<file path="src/rtl/logs_pkg.sv">
// Shared definitions for the logistic-map sonifier output path.
package logs_pkg;

  localparam int LEVEL_BITS_DEF = 8;
  localparam int STEP_CLKS_DEF  = 25_200;

  typedef enum logic [1:0] {
    MUTED    = 2'd0,
    FADE_IN  = 2'd1,
    PLAYING  = 2'd2,
    FADE_OUT = 2'd3
  } fade_state_t;

endpackage

</file>
<file path="src/rtl/logs_divider.sv">
// Free-running 0..N-1 counter; tick is high during the terminal count cycle.
module logs_divider #(
  parameter int N = logs_pkg::STEP_CLKS_DEF
) (
  input  logic clk,
  input  logic reset,
  output logic tick
);

  localparam int CW = (N > 1) ? $clog2(N) : 1;
  localparam logic [CW-1:0] TC = CW'(N - 1);

  logic [CW-1:0] count;

  always_ff @(posedge clk) begin
    if (reset)
      count <= '0;
    else if (count == TC)
      count <= '0;
    else
      count <= count + 1'b1;
  end

  assign tick = (count == TC);

endmodule

</file>
<file path="src/rtl/logs_fader.sv">
// Click-free mute/fade stage: ramps a gain level and gates the PWM stream
// with a first-order delta-sigma density derived from that level.
//
// state    | meaning
// MUTED    | level 0, output silent
// FADE_IN  | level rises one LSB per tick
// PLAYING  | level at full scale, exact pass-through
// FADE_OUT | level falls one LSB per tick
module logs_fader #(
  parameter int LEVEL_BITS = logs_pkg::LEVEL_BITS_DEF,
  parameter int STEP_CLKS  = logs_pkg::STEP_CLKS_DEF
) (
  input  logic                  clk,
  input  logic                  reset,
  input  logic                  enable,
  input  logic                  snd_in,
  output logic                  snd,
  output logic [LEVEL_BITS-1:0] level,
  output logic                  busy,
  output logic                  muted
);

  import logs_pkg::*;

  localparam logic [LEVEL_BITS-1:0] LMAX = '1;

  fade_state_t           state, state_nxt;
  logic [LEVEL_BITS-1:0] level_nxt;
  logic [LEVEL_BITS-1:0] acc;
  logic [LEVEL_BITS:0]   acc_sum;
  logic                  gate;
  logic                  tick;

  logs_divider #(.N(STEP_CLKS)) u_divider (
    .clk   (clk),
    .reset (reset),
    .tick  (tick)
  );

  // A direction change always takes priority over a pending level step.
  always_comb begin
    state_nxt = state;
    level_nxt = level;
    unique case (state)
      MUTED: begin
        level_nxt = '0;
        if (enable) state_nxt = FADE_IN;
      end
      FADE_IN: begin
        if (!enable) begin
          state_nxt = FADE_OUT;
        end else if (tick) begin
          if (level >= LMAX - 1'b1) begin
            level_nxt = LMAX;
            state_nxt = PLAYING;
          end else begin
            level_nxt = level + 1'b1;
          end
        end
      end
      PLAYING: begin
        level_nxt = LMAX;
        if (!enable) state_nxt = FADE_OUT;
      end
      FADE_OUT: begin
        if (enable) begin
          state_nxt = FADE_IN;
        end else if (tick) begin
          if (level <= 1) begin
            level_nxt = '0;
            state_nxt = MUTED;
          end else begin
            level_nxt = level - 1'b1;
          end
        end
      end
      default: begin
        state_nxt = MUTED;
        level_nxt = '0;
      end
    endcase
  end

  // Carry out of acc + level fires exactly level times per 2^LEVEL_BITS clocks.
  assign acc_sum = {1'b0, acc} + {1'b0, level};
  assign gate    = acc_sum[LEVEL_BITS];

  always_ff @(posedge clk) begin
    if (reset) begin
      state <= MUTED;
      level <= '0;
      busy  <= 1'b0;
      muted <= 1'b1;
      acc   <= '0;
      snd   <= 1'b0;
    end else begin
      state <= state_nxt;
      level <= level_nxt;
      busy  <= (state_nxt == FADE_IN) || (state_nxt == FADE_OUT);
      muted <= (state_nxt == MUTED);
      acc   <= acc_sum[LEVEL_BITS-1:0];
      snd   <= (level == LMAX) ? snd_in : (snd_in & gate);
    end
  end

endmodule

</file>
<file path="config.mk">
export PLATFORM = sky130hd
export DESIGN_NAME = logs_fader
export DESIGN_NICKNAME = d
export VERILOG_FILES = /design/src/rtl/logs_pkg.sv /design/src/rtl/logs_divider.sv /design/src/rtl/logs_fader.sv
export SDC_FILE = /design/constraint.sdc
export NUM_CORES = 1
export LEC_CHECK = 0
export CAP_MARGIN = 40
export CORE_ASPECT_RATIO = 0.75
export CORE_MARGIN = 10
export CORE_UTILIZATION = 50
export DETAILED_ROUTE_END_ITERATION = 10
export PLACE_DENSITY = 0.69
export SKIP_LAST_GASP = 1
export SYNTH_ARGS = -nofsm -noshare
export SYNTH_HDL_FRONTEND = slang
export SYNTH_HIERARCHICAL = 1
export SYNTH_SLANG_ARGS = --single-unit
</file>
<file path="constraint.sdc">
create_clock -name clk -period 5.3 [get_ports clk]
set_clock_uncertainty 0.2 [all_clocks]
set_input_delay 1.06 -clock clk [delete_from_list [all_inputs] [get_ports clk]]
set_output_delay 1.06 -clock clk [all_outputs]
set_load 0.01 [all_outputs]
</file>
## After elaboration in Yosys (flattened, before gate mapping)

Index checks and enable logic that the tools add are counted.

- Input bits: 4
- Flip-flop bits (word level): 36
- Output and inout bits: 11

- Muxes and demuxes: 17
- Eq/ne operators: 11
- Order comparisons: 2
- Reductions and logical operators: 5
- Add/subtract/negate cells: 4
- Bitwise operators: 1

Operator list:

| kind | number |
|---|---|
| $mux W8 | 6 |
| $pmux W8 S4 | 1 |
| $mux W2 | 8 |
| $add A15 B1 Y15 const B | 1 |
| $eq A15 B15 Y1 const B | 1 |
| $add A8 B8 Y9 | 1 |
| $add A8 B1 Y8 const B | 1 |
| $eq A8 B8 Y1 const B | 1 |
| $ge A8 B8 Y1 const B | 1 |
| $le A8 B1 Y1 const B | 1 |
| $ne A2 B2 Y1 const B | 4 |
| $pmux W2 S4 | 1 |
| $sub A8 B1 Y8 const B | 1 |
| $eq A2 B2 Y1 const B | 3 |
| $eq A2 B1 Y1 const B | 2 |
| $logic_not A2 Y1 | 2 |
| $reduce_and A4 Y1 | 1 |
| $reduce_or A2 Y1 | 1 |
| $and A1 B1 Y1 | 1 |
| $logic_or A1 B1 Y1 | 1 |
| $mux W1 | 1 |

## Longest topological paths before layout

Gate-level depths: netlist (run 1).

- Depth after elaboration: 7
- Gate-level depth with buffers: 7

## Hierarchy

The synthesis (run 1) kept the hierarchy.

By module, submodules not included:

| module | cells an instance | area each (µm²) | instances |
|---|---|---|---|
| logs_fader | 187 | 1605.3 | 1 |
| logs_divider | 76 | 690.7 | 1 |

## Worst setup path before layout (run 1)

Ideal clock, no wire load.

- Kind: register to register
- Start point: register u_divider.count[7]
- End point: register level[5]
- Data required time: 4975 ps
- Stages on the path, launching flop included: 7
- Path slack: 2773 ps
- Period minus slack after synthesis: 2527 ps
- Arrival: 2202 ps
- Buffers on the path: 0
- Library setup time: 125 ps
- Cells stage by stage: dfxtp_1 > or4b_1 > nor4_2 > inv_1 > o21ai_2 > a21boi_0 > o41a_1

- Cells in the longest elaborated chain, start to end: 3
- Elaborated cells on any way between the ends: 4
- Those cells by class: 3 x eq/ne; 1 x reduce/logical

RTL lines:

| item | line | source |
|---|---|---|
| from (decl) | logs_divider.sv:13 | `logic [CW-1:0] count;` |
| from (signal assigned) | logs_divider.sv:21 | `count <= count + 1'b1;` |
| $eq A15 B15 Y1 (*) | logs_divider.sv:24 | `assign tick = (count == TC);` |
| named net tick | logs_fader.sv:32 | `logic tick;` |
| $ne A2 B2 Y1 (no line) | - |  |
| $reduce_and A4 Y1 (no line) (*) | - |  |
| to (signal assigned) | logs_fader.sv:98 | `level <= level_nxt;` |
| to (decl) | logs_fader.sv:18 | `output logic [LEVEL_BITS-1:0] level,` |

Mark *: on every way through the listed nets, which the timed path passes. The rest lies on a longest branch.
A chain may end at the register's enable or synchronous reset.

## Worst setup path after layout (run 1)

Ends and elaborated chain as after synthesis.

==> out/results.ini, run 1 <==
[setup_path]
critPathKind = reg2reg
startpoint = u_divider/count[7]
critPathMaxFanout = 10
crit_required_ns = 5.28
setup.worst_path.end_class = flip-flop
r2r_cells = 6
worstPathArrival_ns = 2.93
reg2reg_from = u_divider/count[7]
r2r-end = level[5]
endpoint = level[5]
crit_path_start_kind = flip-flop
r2r_slack_ns = 2.35

[layout]
final_nets = 289
syn_to_final_growth_pct = 10.2
antenna_cells = 0
layout-drive-gt1-share = 0.110
fillCellCount = 428
post-route-util = 0.570

[pwr]
powerDensity_nw_per_um2 = 294
power_frac_comb = 0.268
clkPwrFrac = 0.282
finalPower_w = 0.000743
seq_power_share = 0.450
p_leak_nw = 0.861
p_int_w = 0.000498
p_switching_w = 0.000245
peakVddDrop_mv = 0.158
p_sw_frac = 0.330

[clock_network]
cts_root_buffer = clkbuf_8
clock_path_buffers = 2
clock_latency_ns = 0.30
clock_sinks = 36
cts_buffers = 5
cts_hold_buf = 0
htree_levels = 2
cts-resized-gates = 0
cts_setup_buffers = 0
path_clk_slew_ns = 0.07
cts_tree = built

[route]
avgRoutedWirePerCell_um = 15.5
route.detailed.drc = 0
drt_wl_total_mm = 5.09
dr.first_iter.drc_count = 95
vias = 1974
ant_nets = 0
avgViaCountPerCell = 6.00
firstDrtPassIters = 5

[die]
die_w_um = 98.2
initial_core_util = 0.517
core_um2 = 4440
die_h_um = 78.7
placementRows = 21
io_pins = 15
die_area_um2 = 7730

[placed_design]
gp_congestion = 0.830
post-place-ws_ns = 2.20
io_buffers = 14
dp_hpwl_mm = 3.67

[yosys]
syn_area_per_cell_um2 = 8.73
syn_area_um2 = 2300
ys_dominant_reg_cell = dfxtp_1
synth_area_leaders = dfxtp_1 31%, ha_1 7.1%, xnor2_1 5.3%
synth_cells = 263
synth_top_area_cell = dfxtp_1
synth_xor_area_frac = 0.0687
yosysMostFrequentCell = dfxtp_1
muxShareOfSynthArea = 0.0196
synthSimpleGateAreaFrac = 0.254
synth_cell_type_count = 66
synth-compound-area-share = 0.214
seq_area_frac_synth = 0.314
yosys_warnings = 6
yosys.area_share.adder = 0.0796
syn-num-nets = 281
synth.top_cells.by_count = 36 x dfxtp_1, 25 x nor2_1, 14 x xnor2_1, 13 x ha_1
netlist.area_leader.share = 0.314
postSynth.asyncResetShare = 0
synth_top_family_by_area = simple AND/OR/NAND/NOR gates
ys_seq_elements = 36
synth_edf_count = 0

[sta]
fin_ws_ns = 2.35
relSlewSlack = 0.513
finalMaxSlewViolations = 0
setup_tns_ns = 0
fin_crit_sh = 0.556
hold_slack_ns = 0.301
rsz0062_at_grt = no
setup_viol = 0
tightest_slew_ns = 0.728
finalHoldViolCount = 0
period_minus_slack_ns = 2.95
fmax_mhz = 339

[worst_hold_path]
min_path_type = reg2reg

[job]
maxCapViolCount = 0

[grt]
grt_max_degree = 22
grt_pass1_vias = 1789
grt_pass1_wl_mm = 8.86
antenna_found_initial = 0
grt_use_total = 0.136
grt_overflow = 0

[outcome]
status = finished, final reports clean

[registers in the layout (all words and copies together), names as in the netlist]
name and cells:
acc 8, busy 1, level 8, muted 1, snd 1, state 2
u_divider/count 15
[metrics by stage]
| stage | std cells | area, µm² |
|---|---|---|
| after floorplan | 263 | 2300 |
| after global placement | 320 | 2430 |
| after detailed placement | 321 | 2440 |
| after CTS | 329 | 2530 |
| after global routing | 329 | 2530 |
| final | 329 | 2530 |
[cells by family (layout without fill, tap and decap cells)]
family	count (synthesis)	count (layout)
adder cells (fa/ha/maj)	14	14
AND/OR/NAND/NOR	105	105
flip-flops	36	36
AO/OA/AOI/OAI	63	63
buffers and inverters	23	32
multiplexers	4	4
XOR/XNOR	18	18
[layout make-up]
| cell class | count | area [µm²] | share of cell area |
|---|---|---|---|
| Clock buffer | 7 | 86.3 | 0.0341 |
| Clock inverter | 1 | 7.51 | 0.00297 |
| Inverter | 9 | 33.8 | 0.0133 |
| Multi-Input combinational cell | 204 | 1460 | 0.577 |
| Sequential cell | 36 | 721 | 0.285 |
| Tap cell | 57 | 71.3 | 0.0282 |
| Timing Repair Buffer | 15 | 151 | 0.0598 |
[critical path, stage by stage (launching register included)]
cell and delay [ns]:
dfxtp_1 0.38, or4b_1 0.55, nor4_2 0.61, inv_1 0.15, o21ai_2 0.39, a21boi_0 0.16
o41a_1 0.39
[how the worst min path moves through the flow]
stage	startpoint	end	cells past startpoint
4_1_cts	u_divider/count[0]	u_divider/count[0]	1
6_report	u_divider/count[0]	u_divider/count[0]	1
3_5_place_dp	u_divider/count[0]	u_divider/count[0]	1
3_3_place_gp	u_divider/count[0]	u_divider/count[0]	1
5_1_grt	u_divider/count[0]	u_divider/count[0]	1
2_1_floorplan	u_divider/count[0]	u_divider/count[0]	1
[power groups by stage]
stage / logic [W] / registers, W / clock network, W
2_1_floorplan: 0.000164 / 0.000321 / 0
3_3_place_gp: 0.000195 / 0.000340 / 0
3_5_place_dp: 0.000199 / 0.000341 / 0
4_1_cts: 0.000199 / 0.000334 / 0.000217
5_1_grt: 0.000222 / 0.000340 / 0.000224
6_report: 0.000199 / 0.000334 / 0.000210
[routing by layer]
metal	GRT usage	routed length, µm	share of wire
met1	0.191	2640	0.52
met2	0.188	1990	0.39
met5	0	0	0
met4	0.0586	74	0.015
met3	0.0367	382	0.075
[cells in the final DEF, fill, tap and decap left out, types with 7 or more instances in the layout]
| cell type | synthesis | final |
|---|---|---|
| nor3_1 | 12 | 12 |
| nor2b_1 | 7 | 7 |
| nor4_1 | 7 | 7 |
| nor2_1 | 25 | 25 |
| xnor2_1 | 14 | 14 |
| nand3_1 | 9 | 9 |
| inv_1 | 9 | 9 |
| dfxtp_1 | 36 | 36 |
| nand2_1 | 12 | 12 |
| clkdlybuf4s50_1 | 0 | 14 |
| ha_1 | 13 | 13 |
| o21ai_0 | 12 | 12 |
Power figures use the tool's default switching activity.
==> run 2, diff against run 1 <==
Settings changed: PLACE_DENSITY 0.69 to 0.72.
Clock period 5.3 ns to 2.5 ns, I/O delays scaled along.
==> run 2 against run 1 <==
Effect of this change: first-iteration DRC count increased by 65%; clock-buffer cell count decreased by 2; total power increased by 130%; wire length increased by 8.2%; maximum frequency increased by 23%; core utilization increased by 4.8 points; setup slack got worse by 2.3 ns; worst hold slack improved by 0.026 ns; final area increased by 8.4%; cell count increased by 7.0%; sequential power increased by 110%; sequential cell count unchanged; largest power group unchanged.
==> out/results.ini, run 2 (same netlist as run 1, synthesis figures left out) <==
[route]
vias = 2099  ; +6.3%
drt_wl_total_mm = 5.51  ; +8.2%
ant_nets = 0  ; unchanged
wl_met3_um = 449  ; +18%
wl_met1_mm = 2.67  ; +1.0%
avgRoutedWirePerCell_um = 15.7  ; +1.2%
dr.first_iter.drc_count = 157  ; +65%
avgViaCountPerCell = 5.96  ; -0.62%
route.detailed.drc = 0  ; unchanged
firstDrtPassIters = 5  ; unchanged
met2WireLength_mm = 2.33  ; +17%
dr.max_layer_used = met4

[sta]
fin_crit_sh = 0.960  ; +0.404
tightest_slew_ns = 0.558  ; -0.170 ns
finalHoldViolCount = 0  ; unchanged
fin_ws_ns = 0.101  ; -2.25 ns
relSlewSlack = 0.628  ; +0.115
setup_viol = 0  ; unchanged
period_minus_slack_ns = 2.40  ; -0.547 ns
fmax_mhz = 417  ; +23%
rsz0062_at_grt = no
finalMaxSlewViolations = 0  ; unchanged
setup_tns_ns = 0  ; unchanged

[pwr]
p_sw_frac = 0.321  ; -0.00888
powerDensity_nw_per_um2 = 624  ; +110%
p_leak_nw = 1.01  ; +17%
p_switching_w = 0.000550  ; +120%
p_int_w = 0.00116  ; +130%
seq_power_share = 0.400  ; -0.050
peakVddDrop_mv = 0.368  ; +130%
power_frac_comb = 0.294  ; +0.026
clkPwrFrac = 0.306  ; +0.024

[layout]
largest_register_ffs = 15  ; unchanged
final_cell_mix = 36 x dfxtp_1, 25 x nor2_1, 24 x buf_4, 14 x xnor2_1, 14 x clkdlybuf4s50_1
antenna_cells = 0  ; unchanged
final_common_cell = dfxtp_1
final_area_um2 = 2740  ; +8.4%
syn_to_final_growth_pct = 19.5
final_nets = 312  ; +8.0%
largest-register = u_divider/count
reg_top3 = u_divider/count: 15 flops, acc: 8 flops, level: 8 flops
layout-drive-gt1-share = 0.186  ; +0.0761

[job]
maxCapViolCount = 0  ; unchanged

[outcome]
status = finished, final reports clean

[die]
die_area_um2 = 7730  ; unchanged
io_pins = 15  ; unchanged
placementRows = 21  ; unchanged
core_um2 = 4440  ; unchanged
die_w_um = 98.2  ; unchanged
initial_core_util = 0.517  ; unchanged
die_h_um = 78.7  ; unchanged

[placed_design]
gp_congestion = 0.874  ; +5.3%
post-place-ws_ns = -0.0310  ; -2.23 ns
io_buffers = 14  ; unchanged
placed_area_um2 = 2600  ; +6.7%
dp_hpwl_mm = 4.02  ; +9.4%

[setup_path]
crit_path_start_kind = flip-flop
setup.worst_path.end_class = flip-flop
crit_required_ns = 2.49  ; -2.79 ns
critPathMaxFanout = 3  ; -7
worstPathArrival_ns = 2.39  ; -0.54 ns
critPathKind = reg2reg

[grt]
grt_pass1_vias = 1918  ; +7.2%
antenna_found_initial = 0  ; unchanged
grt_max_degree = 17  ; -23%
grt_use_total = 0.143  ; +0.00767
grt_pass1_wl_mm = 9.36  ; +5.7%
grt_overflow = 0  ; unchanged

[clock_network]
cts_root_buffer = clkbuf_8
clock_path_buffers = 2  ; unchanged
clock_latency_ns = 0.30  ; about the same
cts_buffers = 5  ; unchanged
clock_sinks = 36  ; unchanged
path_clk_slew_ns = 0.08  ; about the same
cts_tree = built
htree_levels = 2  ; unchanged

[worst_hold_path]
min_path_type = reg2reg

run 2: path summary, 6_finish.rpt:
path                  startpoint                   to  slack, ns  cells after the start
max           u_divider/count[7]             level[5]       0.10                      7
min          u_divider/count[14]  u_divider/count[14]       0.33                      2
max reg2reg   u_divider/count[7]             level[5]       0.10                      7
min reg2reg  u_divider/count[14]  u_divider/count[14]       0.33                      2
run 2: per-layer routing:
layer	vias up	global-route usage
met5	-	0
met4	0	0.0443
met1	977	0.197
met2	80	0.207
li1	1033	-
met3	9	0.0446
run 2: power groups by stage:
stage | Combinational [W] | Sequential, W | Clock [W]
global route | 0.000560 | 0.000691 | 0.000555
detailed placement | 0.000493 | 0.000696 | 0
global placement | 0.000481 | 0.000695 | 0
CTS | 0.000496 | 0.000683 | 0.000535
floorplan | 0.000347 | 0.000681 | 0
finish | 0.000503 | 0.000685 | 0.000525
run 2: stage by stage:
| stage | hold WS, ns | util | power, W | cells |
|---|---|---|---|---|
| after floorplan | 0.247 | - | 0.00103 | 263 |
| after global placement | 0.295 | 0.586 | 0.00118 | 342 |
| after detailed placement | 0.304 | 0.586 | 0.00119 | 342 |
| after CTS | 0.326 | 0.614 | 0.00171 | 352 |
| after global routing | 0.368 | 0.618 | 0.00181 | 352 |
| final | 0.327 | 0.618 | 0.00171 | 352 |
run 2: what timing repair did:
action                                  in CTS  in global routing
pin swaps                                    1                  3
hold buffers                                 0                  0
endpoints found under the setup margin       1                  1
gates resized for setup                      0                  2
setup buffers                                2                  0
run 2: cell type report:
cell class / instances / area (µm²)
Multi-Input combinational cell: 204 / 1490
Fill cell: 393 / 1700
Sequential cell: 36 / 721
Inverter: 9 / 33.8
Timing Repair Buffer: 38 / 320
Clock inverter: 3 / 42.5
Clock buffer: 5 / 68.8
Tap cell: 57 / 71.3
run 2: critical path: stages (launching register included):
cell	delay, ns
dfxtp_1	0.31
or4b_1	0.57
nor4_4	0.36
buf_4	0.18
inv_1	0.06
o21ai_2	0.14
a21boi_0	0.11
o41a_1	0.37
